===== src/rtl/alu_share_arbiter.sv =====
// alu_share_arbiter
// Shares one W-bit add/sub unit between two requesters. A round-robin choice
// is made in IDLE, the winner's operands are latched and issued to the unit
// for exactly one cycle, and the unit's output is captured into a result
// register that is held until the consumer acknowledges it.
//
// Optional build macro ARB_STATS_EN: when defined, cnt0/cnt1 count grant
// pulses per requester (saturating at 8'hFF). When undefined they read 0.
module alu_share_arbiter #(
  parameter int W = 4
) (
  input  logic         clk,
  input  logic         rst,
  input  logic [1:0]   req,
  input  logic         sel0,
  input  logic [W-1:0] a0,
  input  logic [W-1:0] b0,
  input  logic         sel1,
  input  logic [W-1:0] a1,
  input  logic [W-1:0] b1,
  output logic [1:0]   gnt,
  output logic         busy,
  output logic         res_valid,
  output logic         res_id,
  output logic [W-1:0] res_data,
  input  logic         res_ack,
  output logic         alu_en,
  output logic         alu_sel,
  output logic [W-1:0] alu_a,
  output logic [W-1:0] alu_b,
  input  logic [W-1:0] alu_c,
  output logic [7:0]   cnt0,
  output logic [7:0]   cnt1
);

  typedef enum logic [1:0] {IDLE, ISSUE, RESP} state_t;

  state_t         state;
  logic           last;
  logic           owner;
  logic           lat_sel;
  logic [W-1:0]   lat_a;
  logic [W-1:0]   lat_b;
  logic           pick_vld;
  logic           pick;

  // Round-robin choice: a lone request wins; on a tie the one not served last wins.
  always_comb begin
    pick_vld = 1'b0;
    pick     = 1'b0;
    case (req)
      2'b01:   begin pick_vld = 1'b1; pick = 1'b0;  end
      2'b10:   begin pick_vld = 1'b1; pick = 1'b1;  end
      2'b11:   begin pick_vld = 1'b1; pick = ~last; end
      default: begin pick_vld = 1'b0; pick = 1'b0;  end
    endcase
  end

  // Sequencer: grant and latch in IDLE, one issue cycle, then hold the result until ack.
  always_ff @(posedge clk) begin
    if (rst) begin
      state     <= IDLE;
      last      <= 1'b1;
      owner     <= 1'b0;
      lat_sel   <= 1'b0;
      lat_a     <= '0;
      lat_b     <= '0;
      gnt       <= 2'b00;
      res_valid <= 1'b0;
      res_id    <= 1'b0;
      res_data  <= '0;
    end else begin
      gnt <= 2'b00;
      case (state)
        IDLE: begin
          if (pick_vld) begin
            owner   <= pick;
            lat_sel <= pick ? sel1 : sel0;
            lat_a   <= pick ? a1 : a0;
            lat_b   <= pick ? b1 : b0;
            gnt     <= pick ? 2'b10 : 2'b01;
            state   <= ISSUE;
          end
        end
        ISSUE: begin
          res_data  <= alu_c;
          res_id    <= owner;
          res_valid <= 1'b1;
          last      <= owner;
          state     <= RESP;
        end
        RESP: begin
          if (res_ack) begin
            res_valid <= 1'b0;
            state     <= IDLE;
          end
        end
        default: state <= IDLE;
      endcase
    end
  end

  // Unit drive is decoded from state: operands only reach the unit during ISSUE.
  always_comb begin
    busy    = (state != IDLE);
    alu_en  = (state == ISSUE);
    alu_sel = alu_en ? lat_sel : 1'b0;
    alu_a   = alu_en ? lat_a : '0;
    alu_b   = alu_en ? lat_b : '0;
  end

`ifdef ARB_STATS_EN
  // Saturating per-requester grant counters, advanced on each grant pulse.
  always_ff @(posedge clk) begin
    if (rst) begin
      cnt0 <= 8'h00;
      cnt1 <= 8'h00;
    end else begin
      if (gnt[0] && (cnt0 != 8'hFF)) cnt0 <= cnt0 + 8'd1;
      if (gnt[1] && (cnt1 != 8'hFF)) cnt1 <= cnt1 + 8'd1;
    end
  end
`else
  assign cnt0 = 8'h00;
  assign cnt1 = 8'h00;
`endif

endmodule


===== config.mk =====
export PLATFORM = sky130hd
export DESIGN_NAME = alu_share_arbiter
export DESIGN_NICKNAME = d
export VERILOG_FILES = /design/src/rtl/alu_share_arbiter.sv
export SDC_FILE = /design/constraint.sdc
export NUM_CORES = 1
export LEC_CHECK = 0
export CAP_MARGIN = 40
export CORE_MARGIN = 2
export CORE_UTILIZATION = 33
export DETAILED_ROUTE_END_ITERATION = 8
export MAX_ROUTING_LAYER = met4
export PLACE_DENSITY = 0.83
export SLEW_MARGIN = 15
export SYNTH_ARGS = -nofsm -noshare
export SYNTH_HDL_FRONTEND = slang
export SYNTH_SLANG_ARGS = --single-unit

===== constraint.sdc =====
create_clock -name clk -period 1.3 [get_ports clk]
set_input_delay 0.26 -clock clk [delete_from_list [all_inputs] [get_ports clk]]
set_output_delay 0.26 -clock clk [all_outputs]
set_load 0.01 [all_outputs]

==> metrics.cfg <==
[status]
outcome=complete, but fails checks
violations=negative setup slack

[sta]
tns_ns=-2.26
grt_setup_unrepaired=true
fmaxAchievable_mhz=693
min_period_ns=1.44
setup-violations-final=21
skew_ns=0.0178
fin_crit_sh_pct=111
finalWorstSetupSlack_ns=-0.143
finalHoldViolCount=0
slew_viol_final=0

[global_route]
grt_pass1_wl_um=4020
grt_start_max_net_pins=13
grt_usage_pct=15.6
grt_overflow=0
grt_antenna_before_repair=0
grt_pass1_vias=918

[floorplanning]
die-area_mm2=0.00350
fp.dieH_um=59.1
rows=20
core-area_mm2=0.00298
die_w_um=59.1
start_util_pct=33.7
io_pins=62

[detailed_routing]
wl_um=2640
routedWlPerCell_um=12.6
antenna_left=0
drc_errors=0
drt_iter0_markers=28
drt_pass1_iterations=4
viasPerCell=4.57
dr_total_vias=959

[pwr]
power.leakage_nw=0.746
powerDensity_mw_per_mm2=937
finalPower_mw=1.51
ir_worst_vdd_uv=363

[final_layout]
layout.cells.non_filler=210
finish.utilization_pct=54.1
drive_gt1_share_pct=29.9
final_common_cell=clkdlybuf4s50_1
areaGrowthSynthToFinish_pct=60.6
finalNetCount=205
n_antenna_cell=0
final_cell_mix=clkdlybuf4s50_1, nand2_1, dfxtp_1

[worst_setup_path]
required_ns=1.56
critical_path_class=reg2reg
end_kind=register
cp.arrival_ns=1.71
cp_max_fo=6
cp-start-kind=register

[synth]
yosysSeqAreaShare_pct=41.9
synth_area_mm2=0.00100
synth_cell_type_count=23
yosys_warnings=0
synth-seq-cells=21
synth_cells=117
avgSynthCellArea_um2=8.58

[placed_design]
place_congestion=0.684
hpwl_um=1780
dp_cells=201
numPortBuffers=45

[clocking]
root_buffer=clkbuf_4
cts_max_path_buffers=2
path_clk_slew_ns=0.13
h-tree-depth=1
cts_made_buffers=3
hold_buffers=0
worst_skew_pair.late_latency_ns=0.31
cts_tree=yes
cts_sinks=21

[hold_path]
hp-class=reg2reg

[flow_run]
cap_violations=0

critical path, stage by stage, from the launching register on:
cell      delay (ns)
dfxtp_4         0.38
buf_6           0.12
or3_4           0.40
a211oi_2        0.19
buf_4           0.18
a221o_1         0.15
sequential cells by signal (all words and copies together), names as in the netlist:
name	flops
state	2
last	1
lat_sel	1
lat_b	4
lat_a	4
res_valid	1
gnt	2
owner	1
res_id	1
res_data	4
cell families after synthesis:
family | after synthesis | synth area share [%]
DFF | 21 | 41.9
and+or+nand+nor | 48 | 23.4
buffers and inverters | 26 | 17.7
AOI/OAI and AO/OA | 21 | 16.6
other | 1 | 0.374
worst paths after layout:
check                    from           to  slack [ns]  cells past startpoint
setup / recovery     state[0]     lat_a[0]       -0.14                      5
hold / removal    res_data[2]  res_data[2]        0.46                      2
setup reg to reg     state[0]     lat_a[0]       -0.14                      5
hold reg to reg   res_data[2]  res_data[2]        0.46                      2
Yosys cell counts:
cell type  number  share of area [%]
buf_4          17                 13
clkbuf_1        2               0.75
nand2_1        20                7.5
a21oi_1         7                3.5
a21o_1          1               0.75
nand2b_1        1               0.62
dfxtp_1        21                 42
nor3_1          9                4.5
conb_1          1               0.37
a211oi_2        1                1.2
buf_6           2                2.2
a211oi_1        1               0.75
nor2b_1         2                1.2
buf_2           1               0.50
and2_1          9                5.6
nor3b_1         1               0.75
o21ai_0         1               0.50
nor2_1          4                1.5
inv_1           4                1.5
or3_4           1                1.1
a21oi_2         1               0.87
or2_2           1               0.62
a221o_1         9                9.0
layer usage:
metal	up-vias	global-route usage (%)	share of wire, %
li1	484	-	-
met1	430	18.9	42
met2	43	25.9	50
met3	2	2.84	6.7
met4	0	5.84	1.0
met5	-	-	0
what timing repair did:
item,4_1_cts,5_1_grt
cloned,2,0
pin swaps,19,0
setup endpoints to repair,30,23
buffers inserted,3,0
gates resized for setup,68,11
per-stage QoR:
step	cell area, µm²	hold slack [ns]	setup slack [ns]
after global placement	1500	0.442	-0.319
after floorplan	1060	0.394	0.00893
after CTS	1570	0.464	-0.142
after detailed placement	1500	0.449	-0.369
after global routing	1610	0.490	-0.204
final	1610	0.458	-0.143
where the power goes:
group / switching [mW] / total, mW / internal (mW)
logic: 0.201 / 0.455 / 0.253
registers: 0.0339 / 0.736 / 0.702
clock network: 0.205 / 0.319 / 0.115
cell type report:
cell class / count / area (µm²)
Clock buffer: 3 / 22.5
Clock inverter: 1 / 5.00
Fill cell: 279 / 1370
Inverter: 4 / 17.5
Multi-Input combinational cell: 85 / 522
Sequential cell: 21 / 425
Tap cell: 33 / 41.3
Timing Repair Buffer: 62 / 571
Timing Repair inverter: 1 / 7.51
Note: power is estimated with default switching activity, not from simulation.
